`config.mk`:
```
export PLATFORM = sky130hd
export DESIGN_NAME = dm_access_master
export DESIGN_NICKNAME = d
export VERILOG_FILES = /design/src/rtl/dm_access_master.sv
export SDC_FILE = /design/constraint.sdc
export NUM_CORES = 1
export LEC_CHECK = 0
export BUFFER_PORTS_ARGS = -buffer_cell sky130_fd_sc_hd__buf_2
export CORE_UTILIZATION = 35
export DETAILED_ROUTE_END_ITERATION = 12
export MAX_ROUTING_LAYER = met4
export PLACE_DENSITY = 0.71
export SLEW_MARGIN = 0
export SYNTH_ARGS = -nofsm -noshare
export SYNTH_HDL_FRONTEND = slang
export SYNTH_SLANG_ARGS = --single-unit
```
`constraint.sdc`:
```
create_clock -name clk -period 3.4 [get_ports clk]
set_clock_uncertainty 0.15 [all_clocks]
set_input_delay 0.68 -clock clk [delete_from_list [all_inputs] [get_ports clk]]
set_output_delay 0.68 -clock clk [all_outputs]
set_load 0.02 [all_outputs]
```
`src/rtl/dm_access_master.sv`:
```
// dm_access_master - MEM-stage load/store initiator: alignment/range check, one-cycle
// data-memory access, registered response with exception reporting.
module dm_access_master #(
  parameter int unsigned MAX_WORD_LEN = 12,
  parameter logic [31:0] DM_BASE      = 32'h0000,
  parameter logic [31:0] DM_SIZE      = 32'h3000
) (
  input  logic        clk,
  input  logic        reset,
  input  logic        flush,
  input  logic        req_valid,
  output logic        req_ready,
  input  logic        req_we,
  input  logic [1:0]  req_type,
  input  logic        req_sign,
  input  logic [31:0] req_addr,
  input  logic [31:0] req_wdata,
  input  logic [31:0] req_pc,
  output logic        dm_we,
  output logic [1:0]  dm_type,
  output logic        dm_sign,
  output logic [31:0] dm_addr,
  output logic [31:0] dm_wd,
  output logic [31:0] dm_pc,
  input  logic [31:0] dm_rd,
  output logic        resp_valid,
  input  logic        resp_ready,
  output logic [31:0] resp_rdata,
  output logic        resp_exc,
  output logic [4:0]  resp_exccode,
  output logic [31:0] resp_badvaddr,
  output logic [31:0] resp_pc
);

  typedef enum logic [1:0] {
    IDLE   = 2'd0,
    ACCESS = 2'd1,
    RESP   = 2'd2
  } state_t;

  localparam logic [4:0] EXC_ADEL = 5'd4;
  localparam logic [4:0] EXC_ADES = 5'd5;

  state_t      state_q, state_d;
  logic        we_q, we_d;
  logic [1:0]  type_q, type_d;
  logic        sign_q, sign_d;
  logic [31:0] addr_q, addr_d;
  logic [31:0] wdata_q, wdata_d;
  logic [31:0] pc_q, pc_d;
  logic [31:0] resp_rdata_q, resp_rdata_d;
  logic        resp_exc_q, resp_exc_d;
  logic [4:0]  resp_exccode_q, resp_exccode_d;
  logic [31:0] resp_badvaddr_q, resp_badvaddr_d;
  logic [31:0] resp_pc_q, resp_pc_d;

  // Range check is done on 33 bits so DM_BASE+DM_SIZE can never wrap to a small value.
  logic [32:0] addr_ext, base_ext, limit_ext, word_off, depth_words;
  logic        in_range, misaligned, fault;

  always_comb begin
    addr_ext    = {1'b0, req_addr};
    base_ext    = {1'b0, DM_BASE};
    limit_ext   = base_ext + {1'b0, DM_SIZE};
    word_off    = (addr_ext - base_ext) >> 2;
    depth_words = 33'd1 << MAX_WORD_LEN;
    in_range    = (addr_ext >= base_ext) && (addr_ext < limit_ext) && (word_off < depth_words);
    misaligned  = ((req_type == 2'b00) && (req_addr[1:0] != 2'b00)) ||
                  ((req_type == 2'b01) && req_addr[0]) ||
                  (req_type == 2'b11);
    fault       = !in_range || misaligned;
  end

  always_comb begin
    state_d         = state_q;
    we_d            = we_q;
    type_d          = type_q;
    sign_d          = sign_q;
    addr_d          = addr_q;
    wdata_d         = wdata_q;
    pc_d            = pc_q;
    resp_rdata_d    = resp_rdata_q;
    resp_exc_d      = resp_exc_q;
    resp_exccode_d  = resp_exccode_q;
    resp_badvaddr_d = resp_badvaddr_q;
    resp_pc_d       = resp_pc_q;
    case (state_q)
      IDLE: begin
        if (req_valid && !flush) begin
          we_d         = req_we;
          type_d       = req_type;
          sign_d       = req_sign;
          addr_d       = req_addr;
          wdata_d      = req_wdata;
          pc_d         = req_pc;
          resp_pc_d    = req_pc;
          resp_rdata_d = 32'd0;
          if (fault) begin
            resp_exc_d      = 1'b1;
            resp_exccode_d  = req_we ? EXC_ADES : EXC_ADEL;
            resp_badvaddr_d = req_addr;
            state_d         = RESP;
          end else begin
            resp_exc_d      = 1'b0;
            resp_exccode_d  = 5'd0;
            resp_badvaddr_d = 32'd0;
            state_d         = ACCESS;
          end
        end
      end
      ACCESS: begin
        // The access is committed this cycle, so flush is deliberately not looked at.
        resp_rdata_d = we_q ? 32'd0 : dm_rd;
        state_d      = RESP;
      end
      RESP: begin
        if (flush || resp_ready) state_d = IDLE;
      end
      default: state_d = IDLE;
    endcase
  end

  always_ff @(posedge clk) begin
    if (reset) begin
      state_q         <= IDLE;
      we_q            <= 1'b0;
      type_q          <= 2'b00;
      sign_q          <= 1'b0;
      addr_q          <= 32'd0;
      wdata_q         <= 32'd0;
      pc_q            <= 32'd0;
      resp_rdata_q    <= 32'd0;
      resp_exc_q      <= 1'b0;
      resp_exccode_q  <= 5'd0;
      resp_badvaddr_q <= 32'd0;
      resp_pc_q       <= 32'd0;
    end else begin
      state_q         <= state_d;
      we_q            <= we_d;
      type_q          <= type_d;
      sign_q          <= sign_d;
      addr_q          <= addr_d;
      wdata_q         <= wdata_d;
      pc_q            <= pc_d;
      resp_rdata_q    <= resp_rdata_d;
      resp_exc_q      <= resp_exc_d;
      resp_exccode_q  <= resp_exccode_d;
      resp_badvaddr_q <= resp_badvaddr_d;
      resp_pc_q       <= resp_pc_d;
    end
  end

  // Write enable is gated by reset combinationally so a reset during ACCESS blocks the store.
  assign dm_we         = (state_q == ACCESS) && we_q && !reset;
  assign dm_type       = type_q;
  assign dm_sign       = sign_q;
  assign dm_addr       = addr_q;
  assign dm_wd         = wdata_q;
  assign dm_pc         = pc_q;
  assign req_ready     = (state_q == IDLE);
  assign resp_valid    = (state_q == RESP);
  assign resp_rdata    = resp_rdata_q;
  assign resp_exc      = resp_exc_q;
  assign resp_exccode  = resp_exccode_q;
  assign resp_badvaddr = resp_badvaddr_q;
  assign resp_pc       = resp_pc_q;

endmodule
```
==> key figures <==
Status
  • Outcome: complete, no violations

Synthesis
  • Post-synthesis average cell area: 8.41 sq um
  • Number of library cell types mapped by synthesis: 33
  • Synthesis warning total: 0
  • Cell area after technology mapping: 0.00614 sq mm
  • Cell count after synthesis: 730
  • Seq cells post-synth: 168
  • FFs w/ async S/R, synth: 0
  • Number of flops mapped to enable cells by yosys: 0
  • Portion of the post-synthesis area used by sequential elements: 0.548
  • Ys flop type: dfxtp_1

Global route
  • Vias in the first global route: 5,147
  • First-pass GRT wire length: 26.4 mm
  • Met1 Resource Use GR: 0.224
  • Global Route met3 Usage: 0.0499
  • Overall fraction of global-route tracks in use: 0.195
  • Met2 capacity usage during global routing: 0.322
  • Largest net degree at the start of global routing: 185
  • Initial antenna violation count: 0
  • Most Used Layer, Global Route: met2
  • Total congestion overflow: 0

Floorplanning
  • Initial Utilization: 0.356
  • Die height: 134 microns
  • Floorplan core area: 0.0172 sq mm
  • Width of the die: 134 microns
  • Number of ports placed on the die boundary: 341
  • Die area: 0.0181 sq mm
  • Floorplan row count: 48

Worst setup path
  • Launching element type of the critical path: register
  • Cell-by-cell listing of the critical path: nor4bb_1 -> buf_2
  • Critical path type: register to output port
  • Setup slack of the worst register-to-register path: 1.34 ns
  • Max stage delay cell, worst path: dfxtp_1
  • Setup crit end kind: output port
  • Highest cell delay on the worst timing path: 0.52 ns
  • Data arrival time of the critical path: 1.48 ns
  • Required time reported for the critical path endpoint: 2.57 ns
  • Crit-path max FO: 8

Route
  • DR vias: 5,874
  • Iteration count of the initial detailed-routing pass: 5
  • Post-route DRC violation count: 0
  • Average wire per cell in the routed design: 14.6 microns
  • Post-DRT Antenna Nets: 0
  • Via count normalized by instance count: 4.73
  • Violation count after the first detailed-route iteration: 303
  • Final wirelength: 18.2 mm

Clock network
  • Buffers inserted during post-CTS setup optimization: 0
  • Clock root buffer master: clkbuf_16
  • Count of clock tree sinks: 168
  • Worst-skew pair later-pin latency: 0.42 ns
  • Hold-fix buffer count after cts: 0
  • Total CTS buffers: 17
  • TritonCTS clock tree: done
  • Clock-pin slew reported for the worst setup and hold paths after clock tree synthesis: 0.06 ns
  • Deepest clock path buffer count: 2
  • H-tree depth: 4
  • CTS-repair resized insts: 0

Placement
  • I/O Buffers: 337
  • Placed Cells incl. Taps: 1,210
  • Detailed-placement wirelength estimate: 12.7 mm
  • Routability-driven placement congestion ratio: 0.817

Pwr
  • Power consumption: 4.63 mW
  • Cell Pwr Density: 554 mW/mm^2
  • Cell leakage power: 3.91 nW
  • Worst vdd rail ir drop: 0.336 mV

Cells and area
  • Fill cell total of the finished layout: 1,673
  • Antenna cells: 0
  • Layout Cells excl Fill: 1,242
  • Area growth from synthesis to final layout: 36.1%
  • Share of post-route cells with drive strength above 1: 0.377
  • NumNets Final: 1,141

STA
  • Timing-limited maximum frequency: 0.433 GHz
  • Final period util: 0.679
  • Final hold vios: 0
  • Actual transition at the worst max-transition pin: 0.745 ns
  • Total negative setup slack: 0 ns
  • Unrepaired setup endpoints after global routing: false
  • Relative slew slack: 0.503
  • Pins Over Slew Limit: 0
  • Setup-violating endpoint count in the final report: 0
  • Min Tclk post-route: 2.31 ns

Job
  • Maximum capacitance violations: 0

Min path
  • Path type of the worst min-delay path: register to register
## cells by family after synthesis
family,synth area share
AND/OR/NAND/NOR,0.209
AO/OA/AOI/OAI,0.158
flip-flops,0.548
buffers and inverters,0.0821
multiplexers,0.00163
other,0.000611
## final timing paths
path,startpoint,end,cells past startpoint
setup / recovery,state_q[0]$_SDFFE_PP0P_,dm_we,2
hold / removal,resp_badvaddr[29]$_SDFFE_PP0P_,resp_badvaddr[29]$_SDFFE_PP0P_,2
setup reg to reg,state_q[1]$_SDFFE_PP0P_,resp_pc[2]$_SDFFE_PP0P_,5
hold reg to reg,resp_badvaddr[29]$_SDFFE_PP0P_,resp_badvaddr[29]$_SDFFE_PP0P_,2
## worst max-delay path: cells and delay by family (launching register included)
kind                   cells  cell delay, ns
buffers and inverters      1            0.22
DFF                        1            0.52
and+or+nand+nor            1            0.32
## layout make-up
type | instances | area (sq um) | share of cell area
clock buffer | 19 | 443 | 0.0530
sequential | 168 | 3360 | 0.403
inverter | 1 | 3.75 | 0.000449
tap | 225 | 282 | 0.0337
timing repair buffer | 344 | 1780 | 0.213
multi-input combinational | 472 | 2300 | 0.276
clock inverter | 13 | 180 | 0.0216
## metrics by stage
| step | util | hold slack, ns | setup slack, ns | area, sq um |
|---|---|---|---|---|
| finish | 0.485 | 0.301 | 1.09 | 8350 |
| global route | 0.485 | 0.319 | 0.997 | 8350 |
| CTS | 0.485 | 0.303 | 1.08 | 8350 |
| detailed placement | 0.448 | 0.294 | 0.731 | 7730 |
| global placement | 0.448 | 0.289 | 0.754 | 7730 |
| floorplan | - | 0.295 | 1.03 | 6150 |
## layer usage
metal  share of wire  routed length, microns
met4           0.016                     293
met3           0.071                    1290
met1            0.41                    7540
met2            0.50                    9070
met5               0                       0
## registers in the layout, summed over array words and instances (netlist names)
name and flops:
dm_sign 1, state_q 2, dm_type 2, resp_exccode 2, dm_wd 32, dm_addr 32, we_q 1, resp_badvaddr 32
resp_pc 32, resp_rdata 32
## synth_stat cells, types with 4 or more instances
cell      count  share of area
nand2_1     219           0.13
dfxtp_1     168           0.55
a21oi_1     119          0.097
buf_4        36          0.044
clkbuf_1     35          0.021
nor2_1       34          0.021
a22oi_1      32          0.039
nand3b_1     29          0.035
buf_2        13          0.011
o21ai_0      10         0.0082
buf_1         6         0.0037
o21ai_1       4         0.0033
## placed cells by master, fill, tap and decap left out, types with 2 or more instances in the layout
cell type | Yosys | layout
o21ai_1 | 4 | 4
buf_4 | 36 | 5
clkbuf_16 | 0 | 17
nor2b_1 | 2 | 2
bufinv_16 | 0 | 3
nor2_1 | 34 | 34
nor4_1 | 2 | 2
nand3b_1 | 29 | 29
inv_6 | 0 | 5
nand2_1 | 219 | 218
dfxtp_1 | 168 | 168
o21ai_0 | 10 | 10
buf_12 | 0 | 3
clkinv_4 | 0 | 4
nor4_2 | 2 | 2
a22oi_1 | 32 | 32
buf_2 | 13 | 336
conb_1 | 1 | 3
a21oi_1 | 119 | 119
## where the power goes
part	total, mW	leakage, nW	internal [mW]	switching (mW)
registers	2.08	1.37	2.04	0.0409
clock network	2.03	0.305	1.20	0.833
logic	0.515	2.24	0.181	0.334
total	4.63	3.91	3.42	1.21
(Power assumes the default switching activity.)
